**src/rtl/matrix_pkg.sv**
```systemverilog
// Shared types and constants for the matrix-ALU column sequencer.
package matrix_pkg;

    localparam int unsigned ROW_W     = 128;
    localparam int unsigned COL_W     = 32;
    localparam int unsigned N_ROWS    = 4;
    localparam int unsigned ROW_IDX_W = $clog2(N_ROWS);
    localparam int unsigned OP_W      = 3;

    localparam logic [OP_W-1:0] OP_NOP = 3'b000;
    localparam logic [OP_W-1:0] OP_MUL = 3'b001;
    localparam logic [OP_W-1:0] OP_ADD = 3'b010;
    localparam logic [OP_W-1:0] OP_SUB = 3'b011;

    typedef enum logic [2:0] {
        ST_IDLE,
        ST_RD_A,
        ST_RD_B,
        ST_ISSUE,
        ST_WAIT,
        ST_WRITE,
        ST_CLEAR,
        ST_FINISH
    } state_t;

    // One memory word: four signed columns, col1 in the low bits.
    typedef struct packed {
        logic [COL_W-1:0] c4;
        logic [COL_W-1:0] c3;
        logic [COL_W-1:0] c2;
        logic [COL_W-1:0] c1;
    } row_t;

endpackage

```
**src/rtl/alu_watchdog.sv**
```systemverilog
// Cycle counter bounding how long the sequencer waits for the ALU to answer.
module alu_watchdog #(
    parameter int unsigned TIMEOUT = 64
) (
    input  logic clk,
    input  logic rst_n,
    input  logic load,
    input  logic count,
    output logic expire_c
);

    localparam int unsigned CNT_W = (TIMEOUT > 1) ? $clog2(TIMEOUT) : 1;

    logic [CNT_W-1:0] cnt_q;

    assign expire_c = (cnt_q == CNT_W'(TIMEOUT - 1));

    // Saturates at the expiry value so a stalled caller keeps seeing expire_c.
    always_ff @(posedge clk or negedge rst_n) begin
        if (!rst_n) begin
            cnt_q <= '0;
        end else if (load) begin
            cnt_q <= '0;
        end else if (count && !expire_c) begin
            cnt_q <= cnt_q + CNT_W'(1);
        end
    end

endmodule

```
**src/rtl/matrix_alu_sequencer.sv**
```systemverilog
// Walks A and B row by row through the column ALU and writes each result row to C.
module matrix_alu_sequencer
    import matrix_pkg::*;
#(
    parameter int unsigned ADDR_W  = 8,
    parameter int unsigned TIMEOUT = 64
) (
    input  logic               Clock,
    input  logic               ResetN,
    input  logic               Start,
    input  logic [2:0]         OpCode,
    input  logic [ADDR_W-1:0]  BaseA,
    input  logic [ADDR_W-1:0]  BaseB,
    input  logic [ADDR_W-1:0]  BaseC,
    output logic               Busy,
    output logic               Finished,
    output logic               ErrorFlag,
    output logic               MemRdEn,
    output logic [ADDR_W-1:0]  MemRdAddr,
    input  logic [127:0]       MemRdData,
    output logic               MemWrEn,
    output logic [ADDR_W-1:0]  MemWrAddr,
    output logic [127:0]       MemWrData,
    output logic [2:0]         Operation,
    output logic               ClearAll,
    output logic [31:0]        ColumnA1,
    output logic [31:0]        ColumnA2,
    output logic [31:0]        ColumnA3,
    output logic [31:0]        ColumnA4,
    output logic [31:0]        ColumnB1,
    output logic [31:0]        ColumnB2,
    output logic [31:0]        ColumnB3,
    output logic [31:0]        ColumnB4,
    input  logic               Done,
    input  logic               Error,
    input  logic [31:0]        NewColumn1,
    input  logic [31:0]        NewColumn2,
    input  logic [31:0]        NewColumn3,
    input  logic [31:0]        NewColumn4
);

    state_t                 state_q, state_d;
    logic [ROW_IDX_W-1:0]   row_q, row_d;
    logic [OP_W-1:0]        op_q, op_d;
    logic [ADDR_W-1:0]      base_a_q, base_a_d;
    logic [ADDR_W-1:0]      base_b_q, base_b_d;
    logic [ADDR_W-1:0]      base_c_q, base_c_d;
    logic                   err_q, err_d;
    logic                   abort_q, abort_d;
    row_t                   result_q, result_d;
    row_t                   col_a_q, col_a_d;
    row_t                   col_b_q, col_b_d;
    row_t                   rd_row;

    logic                   busy_q, busy_d;
    logic                   finished_q, finished_d;
    logic                   rd_en_q, rd_en_d;
    logic [ADDR_W-1:0]      rd_addr_q, rd_addr_d;
    logic                   wr_en_q, wr_en_d;
    logic [ADDR_W-1:0]      wr_addr_q, wr_addr_d;
    logic [OP_W-1:0]        operation_q, operation_d;
    logic                   clear_q, clear_d;

    logic                   wd_load;
    logic                   wd_count;
    logic                   wd_expire_c;

    assign rd_row = MemRdData;

    alu_watchdog #(
        .TIMEOUT (TIMEOUT)
    ) u_watchdog (
        .clk      (Clock),
        .rst_n    (ResetN),
        .load     (wd_load),
        .count    (wd_count),
        .expire_c (wd_expire_c)
    );

    // Next-state, datapath capture and next-cycle output values.
    always_comb begin
        state_d     = state_q;
        row_d       = row_q;
        op_d        = op_q;
        base_a_d    = base_a_q;
        base_b_d    = base_b_q;
        base_c_d    = base_c_q;
        err_d       = err_q;
        abort_d     = abort_q;
        result_d    = result_q;
        col_a_d     = col_a_q;
        col_b_d     = col_b_q;
        wd_load     = 1'b0;
        wd_count    = 1'b0;

        case (state_q)
            ST_IDLE: begin
                if (Start) begin
                    op_d     = OpCode;
                    base_a_d = BaseA;
                    base_b_d = BaseB;
                    base_c_d = BaseC;
                    row_d    = '0;
                    abort_d  = 1'b0;
                    if (OpCode != OP_NOP) begin
                        err_d   = 1'b0;
                        state_d = ST_RD_A;
                    end else begin
                        err_d   = 1'b1;
                        state_d = ST_FINISH;
                    end
                end
            end
            ST_RD_A: begin
                state_d = ST_RD_B;
            end
            ST_RD_B: begin
                col_a_d = rd_row;
                state_d = ST_ISSUE;
            end
            ST_ISSUE: begin
                col_b_d = rd_row;
                wd_load = 1'b1;
                state_d = ST_WAIT;
            end
            ST_WAIT: begin
                wd_count = 1'b1;
                if (Error) begin
                    err_d   = 1'b1;
                    abort_d = 1'b1;
                    state_d = ST_CLEAR;
                end else if (Done) begin
                    result_d = '{c4: NewColumn4, c3: NewColumn3,
                                 c2: NewColumn2, c1: NewColumn1};
                    state_d  = ST_WRITE;
                end else if (wd_expire_c) begin
                    err_d   = 1'b1;
                    abort_d = 1'b1;
                    state_d = ST_CLEAR;
                end
            end
            ST_WRITE: begin
                state_d = ST_CLEAR;
            end
            ST_CLEAR: begin
                if (abort_q || (row_q == ROW_IDX_W'(N_ROWS - 1))) begin
                    state_d = ST_FINISH;
                end else begin
                    row_d   = row_q + ROW_IDX_W'(1);
                    state_d = ST_RD_A;
                end
            end
            ST_FINISH: begin
                state_d = ST_IDLE;
            end
            default: begin
                state_d = ST_IDLE;
            end
        endcase

        // Outputs follow the state being entered so they are flop-driven.
        busy_d      = (state_d != ST_IDLE);
        finished_d  = (state_d == ST_FINISH);
        rd_en_d     = (state_d == ST_RD_A) || (state_d == ST_RD_B);
        rd_addr_d   = '0;
        if (state_d == ST_RD_A) begin
            rd_addr_d = base_a_d + ADDR_W'(row_d);
        end else if (state_d == ST_RD_B) begin
            rd_addr_d = base_b_d + ADDR_W'(row_d);
        end
        wr_en_d     = (state_d == ST_WRITE);
        wr_addr_d   = (state_d == ST_WRITE) ? (base_c_d + ADDR_W'(row_d)) : '0;
        operation_d = (state_d == ST_WAIT) ? op_d : OP_NOP;
        clear_d     = (state_d == ST_CLEAR);
    end

    always_ff @(posedge Clock or negedge ResetN) begin
        if (!ResetN) begin
            state_q     <= ST_IDLE;
            row_q       <= '0;
            op_q        <= OP_NOP;
            base_a_q    <= '0;
            base_b_q    <= '0;
            base_c_q    <= '0;
            err_q       <= 1'b0;
            abort_q     <= 1'b0;
            result_q    <= '0;
            col_a_q     <= '0;
            col_b_q     <= '0;
            busy_q      <= 1'b0;
            finished_q  <= 1'b0;
            rd_en_q     <= 1'b0;
            rd_addr_q   <= '0;
            wr_en_q     <= 1'b0;
            wr_addr_q   <= '0;
            operation_q <= OP_NOP;
            clear_q     <= 1'b0;
        end else begin
            state_q     <= state_d;
            row_q       <= row_d;
            op_q        <= op_d;
            base_a_q    <= base_a_d;
            base_b_q    <= base_b_d;
            base_c_q    <= base_c_d;
            err_q       <= err_d;
            abort_q     <= abort_d;
            result_q    <= result_d;
            col_a_q     <= col_a_d;
            col_b_q     <= col_b_d;
            busy_q      <= busy_d;
            finished_q  <= finished_d;
            rd_en_q     <= rd_en_d;
            rd_addr_q   <= rd_addr_d;
            wr_en_q     <= wr_en_d;
            wr_addr_q   <= wr_addr_d;
            operation_q <= operation_d;
            clear_q     <= clear_d;
        end
    end

    assign Busy      = busy_q;
    assign Finished  = finished_q;
    assign ErrorFlag = err_q;
    assign MemRdEn   = rd_en_q;
    assign MemRdAddr = rd_addr_q;
    assign MemWrEn   = wr_en_q;
    assign MemWrAddr = wr_addr_q;
    assign MemWrData = result_q;
    assign Operation = operation_q;
    assign ClearAll  = clear_q;
    assign ColumnA1  = col_a_q.c1;
    assign ColumnA2  = col_a_q.c2;
    assign ColumnA3  = col_a_q.c3;
    assign ColumnA4  = col_a_q.c4;
    assign ColumnB1  = col_b_q.c1;
    assign ColumnB2  = col_b_q.c2;
    assign ColumnB3  = col_b_q.c3;
    assign ColumnB4  = col_b_q.c4;

endmodule

```
**config.mk**
```make
export PLATFORM = sky130hd
export DESIGN_NAME = matrix_alu_sequencer
export DESIGN_NICKNAME = d
export VERILOG_FILES = /design/src/rtl/matrix_pkg.sv /design/src/rtl/alu_watchdog.sv /design/src/rtl/matrix_alu_sequencer.sv
export SDC_FILE = /design/constraint.sdc
export NUM_CORES = 1
export LEC_CHECK = 0
export CAP_MARGIN = 40
export CORE_AREA = 2 2 271 273
export CTS_CLUSTER_SIZE = 24
export DETAILED_ROUTE_END_ITERATION = 10
export DIE_AREA = 0 0 273 275
export PLACE_DENSITY = 0.6
export SLEW_MARGIN = 40
export SYNTH_ARGS = -nofsm -noshare
export SYNTH_HDL_FRONTEND = slang
export SYNTH_SLANG_ARGS = --single-unit
export TNS_END_PERCENT = 10
```
**constraint.sdc**
```tcl
create_clock -name Clock -period 3.5 [get_ports Clock]
set_clock_uncertainty 0.1 [all_clocks]
set_input_delay 0.525 -clock Clock [delete_from_list [all_inputs] [get_ports Clock]]
set_output_delay 0.525 -clock Clock [all_outputs]
set_load 0.01 [all_outputs]
```
* Word level (Yosys, flattened, before mapping) *
Cells that the tools add are included.

word-level totals
  flip-flop bits (word level) = 448
  input bits = 288
  output and inout port bits = 409
  logic and storage cells = 98

cells by class
  add/subtract/negate cells = 5
  equality and inequality tests = 18
  mux-type cells = 34
  bitwise gates (word level) = 1
  reduce and logical (&&, ||, !) cells = 11

operators by type and width
  operator                                                                  count
  8-bit 2-to-1 mux                                                          9
  3-bit 2-to-1 mux                                                          9
  8-bit by 2-bit adder with 8-bit output                                    3
  3-bit == test (second input constant)                                     8
  3-bit one-hot mux with 8 select lines                                     1
  6-bit 2-to-1 mux                                                          2
  3-bit by 2-bit == test with 1-bit output (second input constant)          3
  1-bit 2-to-1 mux                                                          8
  6-bit by 1-bit adder with 6-bit output (second input constant)            1
  3-bit by 1-bit == test with 1-bit output (second input constant)          2
  6-bit == test (second input constant)                                     1
  3-bit nonzero test                                                        2
  2-bit 2-to-1 mux                                                          2
  1-bit one-hot mux with 2 select lines                                     2
  2-bit one-hot mux with 2 select lines                                     1
  4-bit AND reduction                                                       1
  2-bit nonzero test                                                        2
  3-bit zero test                                                           1
  3-bit by 2-bit inequality test with 1-bit output (second input constant)  1
  3-bit inequality test (second input constant)                             1
  3-bit AND reduction                                                       1
  2-bit by 1-bit adder with 2-bit output (second input constant)            1
  2-bit == test (second input constant)                                     1
  1-bit logical OR                                                          2
  4 further kinds                                                           4

* Logic depth before layout (Yosys ltp) *
  depth after elaboration = 8
  gate-level depth with buffers = 14
  gate-level depth less buffers = 11

* Cells and area by module *
A second synthesis with hierarchy kept.

second synthesis, totals
  cells, all modules = 1692
  area, all modules = 17506.8 um2

modules (own cells, without submodules)
  module                instances  cells an instance  area each (um2)  sequential area each (um2)
  matrix_alu_sequencer  1          1653               17126.4          11060.6
  alu_watchdog          1          39                 380.4            150.1

* Least setup slack after synthesis *
OpenSTA, ideal clock, no wires.

  kind = reg-to-reg
  start = register state_q[0]
  end = register rd_addr_q[6] (netlist: MemRdAddr[6])
  library setup time = 0.122 ns
  arrival time = 3.024 ns
  path slack = 0.255 ns
  cell stages (with the launch flop) = 15
  period minus slack after synthesis = 3.245 ns
  cell sequence = dfrtp_1 buf_6 or4b_1 clkbuf_1 buf_2 buf_1 clkbuf_1 nand2_1 nand2_1 ha_1 fa_1 nand3_1 xor2_1 nand2_1 a32o_1

between the ends
  elaborated cells on any way between the ends = 22

RTL lines
  what                                    line                         RTL
  start, declared                         matrix_alu_sequencer.sv:42   state_t state_q, state_d;
  start signal, assigned                  matrix_alu_sequencer.sv:199  state_q <= state_d;
  3-bit zero test                         matrix_alu_sequencer.sv:96   case (state_q)
  8-bit 2-to-1 mux                        matrix_alu_sequencer.sv:96
  via base_a_d[0]                         matrix_alu_sequencer.sv:45   logic [ADDR_W-1:0] base_a_q, base_a_d;
  8-bit by 2-bit adder with 8-bit output  matrix_alu_sequencer.sv:167  rd_addr_d = base_a_d + ADDR_W'(row_d);
  8-bit 2-to-1 mux                        matrix_alu_sequencer.sv:166  if (state_d == ST_RD_A) begin
  via rd_addr_d[6]                        matrix_alu_sequencer.sv:58   logic [ADDR_W-1:0] rd_addr_q, rd_addr_d;
  end signal, assigned                    matrix_alu_sequencer.sv:213  rd_addr_q <= rd_addr_d;
  end, declared                           matrix_alu_sequencer.sv:58

The timed path passes the listed nets, and every way through them passes these cells.
A chain may end at the register's enable or synchronous reset.

* Worst setup path in the final report *
  start = register row_q[0]
  end = register wr_addr_q[6] (netlist: MemWrAddr[6])

between the ends
  longest elaborated chain between the ends = 6
  elaborated cells on any way between the ends = 11

RTL lines
  what                                                                                            line                         RTL
  start, declared                                                                                 matrix_alu_sequencer.sv:43   logic [ROW_IDX_W-1:0] row_q, row_d;
  start signal, assigned                                                                          matrix_alu_sequencer.sv:200  row_q <= row_d;
  parallel branches: the longest is 3 deep, another holds 2-bit by 1-bit adder with 2-bit output  n/a
  2-bit one-hot mux with 2 select lines (*)                                                       matrix_alu_sequencer.sv:96
  via row_d[0]                                                                                    matrix_alu_sequencer.sv:43
  8-bit by 2-bit adder with 8-bit output (*)                                                      matrix_alu_sequencer.sv:172  wr_addr_d = (state_d == ST_WRITE) ? (base_c_d + ADDR_W'(row_d)) : '0;
  8-bit 2-to-1 mux (*)                                                                            matrix_alu_sequencer.sv:172
  via wr_addr_d[6]                                                                                matrix_alu_sequencer.sv:60   logic [ADDR_W-1:0] wr_addr_q, wr_addr_d;
  end signal, assigned                                                                            matrix_alu_sequencer.sv:215  wr_addr_q <= wr_addr_d;
  end, declared                                                                                   matrix_alu_sequencer.sv:60

Mark *: on every way through the listed nets, which the timed path passes.

==> flow_summary_export.csv <==
group,metric,value,unit
timing,clock.fmax,332.6,MHz
setup_path,critical_path.max_fanout,4,
floorplanning,die_w,273,µm
finish,largest_reg_flops,128,
placed_design,place_ws,0.06534,ns
timing,worst_pin_slew,0.9102,ns
clocking,cts_tree,"done",
grt,grt_max_degree,131,
drt,drc,0,
floorplanning,rows,99,
clocking,numCtsBuffers,52,
logic_synthesis,netlist_area,17370,µm²
clocking,ctsResizeCount,0,
logic_synthesis,synth_top_area_share,64.54,%
floorplanning,fp.dieH,275,µm
floorplanning,num_io_pins,697,
grt,first_global_vias,15010,
power,leakage,0.01272,µW
grt,grt_pass1_wl,92380,µm
clocking,cts.sinks,448,
timing,fin_crit,3.006,ns
power,pwr-share-seq,34.6,%
logic_synthesis,synth_cell_types,43,
floorplanning,start_util,24.01,%
timing,finalCritPeriodShare,85.90,%
placed_design,place_congestion,0.8975,
clocking,clk_pin_slew,0.06,ns
setup_path,worstSetupPathType,"reg2reg",
grt,gr-usage-all-layers,15.96,%
finish,syn_to_final_growth,58.35,%
finish,final_common_cell,"nand2_1",
logic_synthesis,syn-mean-instance-area,10.38,µm²
clocking,clk_path_buf_depth,3,
timing,finalSetupViolations,0,
logic_synthesis,ys_warn_count,0,
setup_path,worst-path-buf-inv,2,
timing,tns,0,ns
setup_path,critPathMaxStageDelay,0.42,ns
setup_path,start_kind,"flop",
setup_path,cp_slowest_cell,"fa_1",
finish,fillCellCount,7073,
clocking,htreeDepth,2,
logic_synthesis,seq_area_frac_synth,64.54,%
drt,drtPass1Iterations,6,
drt,via_per_inst,4.222,
drt,num_vias,14320,
power,ir_drop,0.9749,mV
logic_synthesis,synth_cells,1674,
drt,drt_wl_total,62300,µm
placed_design,portBuffers,696,
power,pwr-share-comb,43.7,%
setup_path,crit_chain,"ha_1 > nor2_1 > nand3_1 > o21ai_0 > buf_4 > ha_1 > inv_1 > fa_1 > nor3_1 > and4_1 > nor3_1",
finish,fin_nets,2685,
timing,slew_violations,0,
grt,grt_overflow,0,
logic_synthesis,synth-edff-count,0,
finish,final_area,27500,µm²
power,swShare,34.44,%
floorplanning,dieArea,75080,µm²
timing,rsz0062_at_grt,"false",
run,maxCapViolCount,0,
finish,final_util,38.02,%
power,power_density,941.5,nW/µm²
outcome,status,"finished, final reports clean",
logic_synthesis,synthArstFlopShare,100.0,%
floorplanning,coreArea,72340,µm²
power,p_sw,8919,µW
clocking,clk_latency,0.57,ns
setup_path,critPathTopFamily,"simple AND/OR/NAND/NOR gates",
timing,finalWorstSetupSlack,0.4935,ns
logic_synthesis,ys_ff_latch,448,
logic_synthesis,synth.area.top_cells,"dfrtp_1 (65%), nand2_1 (18%), mux2_2 (8.5%), clkbuf_1 (1.1%), buf_2 (0.92%)",
grt,antenna_found_initial,10,
logic_synthesis,syn_nets,1973,
placed_design,dpl_cell_area,25650,µm²
timing,relSlewSlack,39.32,%
drt,ant_nets,0,
clocking,clock-root-buffer,"clkbuf_16",
setup_path,arrival,3.34,ns
placed_design,dp_hpwl,46030,µm
min_path,min_path_type,"in2async",
timing,hold_viol,0,
finish,most-common-layout-cells,"nand2_1 (854), clkdlybuf4s50_1 (695), dfrtp_1 (448)",
power,p_clk_share,21.6,%
drt,drt_iter0_drc,879,
setup_path,worst-endpoint-required,3.84,ns
logic_synthesis,yosys.area.top_type,"dfrtp_1",
power,intPower,16980,µW
finish,drive_gt1_share,11.09,%
logic_synthesis,synth_flop_cell,"dfrtp_1",
setup_path,end_kind,"flop",
drt,routedWlPerCell,18.37,µm
per-layer routing:
| layer | GRT usage (%) | part of all wire (%) |
|---|---|---|
| met5 | 0 | 0.090 |
| met4 | 6.212 | 3.4 |
| met3 | 5.473 | 8.1 |
| met2 | 26.59 | 49 |
| met1 | 18.97 | 39 |
final timing paths:
kind                            depth (start not counted)  slack (ns)        start           end
max in group asynchronous                               4        1.91       ResetN  MemRdAddr[3]
worst min-delay path                                    2        0.32       ResetN  ColumnB4[22]
worst max register to register                         11        0.49     row_q[0]  MemWrAddr[6]
min in group Clock                                      2        0.37  ColumnB4[2]   ColumnB4[2]
worst max-delay path                                   11        0.49     row_q[0]  MemWrAddr[6]
worst min register to register                          2        0.37  ColumnB4[2]   ColumnB4[2]
through the flow:
| stage | hold WS, ns | power [µW] | cells |
|---|---|---|---|
| 2_1_floorplan | 0.1294 | 13630 | 1674 |
| 3_3_place_gp | 0.3579 | 20160 | 3288 |
| 3_5_place_dp | 0.3580 | 20410 | 3288 |
| 4_1_cts | 0.3181 | 26220 | 3383 |
| 5_1_grt | 0.3063 | 27440 | 3389 |
| 6_report | 0.3154 | 25890 | 3391 |
layout make-up:
| type | instances | area [µm²] | share of cell area [%] |
|---|---|---|---|
| antenna | 6 | 15.01 | 0.05459 |
| clock buffer | 78 | 1580 | 5.746 |
| clock inverter | 16 | 193.9 | 0.7051 |
| inverter | 12 | 47.55 | 0.1729 |
| multi-input combinational | 1130 | 5768 | 20.97 |
| sequential | 448 | 11210 | 40.76 |
| tap | 959 | 1200 | 4.363 |
| timing repair buffer | 742 | 7488 | 27.23 |
power by group through the flow:
stage | Combinational, µW | Clock [µW] | Sequential [µW]
finish | 11300 | 5610 | 8960
global route | 12200 | 5990 | 9260
detailed placement | 11400 | 0 | 9010
floorplan | 3830 | 0 | 9800
global placement | 11200 | 0 | 8930
CTS | 11500 | 5790 | 8980
cells in the mapped netlist, types with 2 or more instances:
cell      instances
nand2_1         855
dfrtp_1         448
mux2_2          131
clkbuf_1         49
buf_2            32
nor2_1           18
xor2_1           13
a21oi_1          12
inv_1            12
nand3_1          11
and3_1            9
xnor2_1           9
ha_1              8
nor3_1            7
o21ai_0           7
a32o_1            5
mux2i_1           4
nand4_1           4
a22o_1            3
a31oi_1           3
fa_1              3
nor2b_1           3
nor3b_1           3
a21o_1            2
and2_1            2
and4_1            2
buf_1             2
nand2b_1          2
cells by family after synthesis:
kind of cell | synth area share [%]
multiplexers | 8.724
flip-flops | 64.54
buffers and inverters | 2.348
AND/OR/NAND/NOR | 20.61
AO/OA/AOI/OAI | 1.743
XOR/XNOR | 1.109
adder cells (fa/ha/maj) | 0.9221
what timing repair did:
action	4_1_cts	5_1_grt
buffers inserted	0	0
endpoints found under the hold margin	72	0
setup endpoints to repair	0	0
hold buffers	1	0
(Power assumes the default switching activity.)
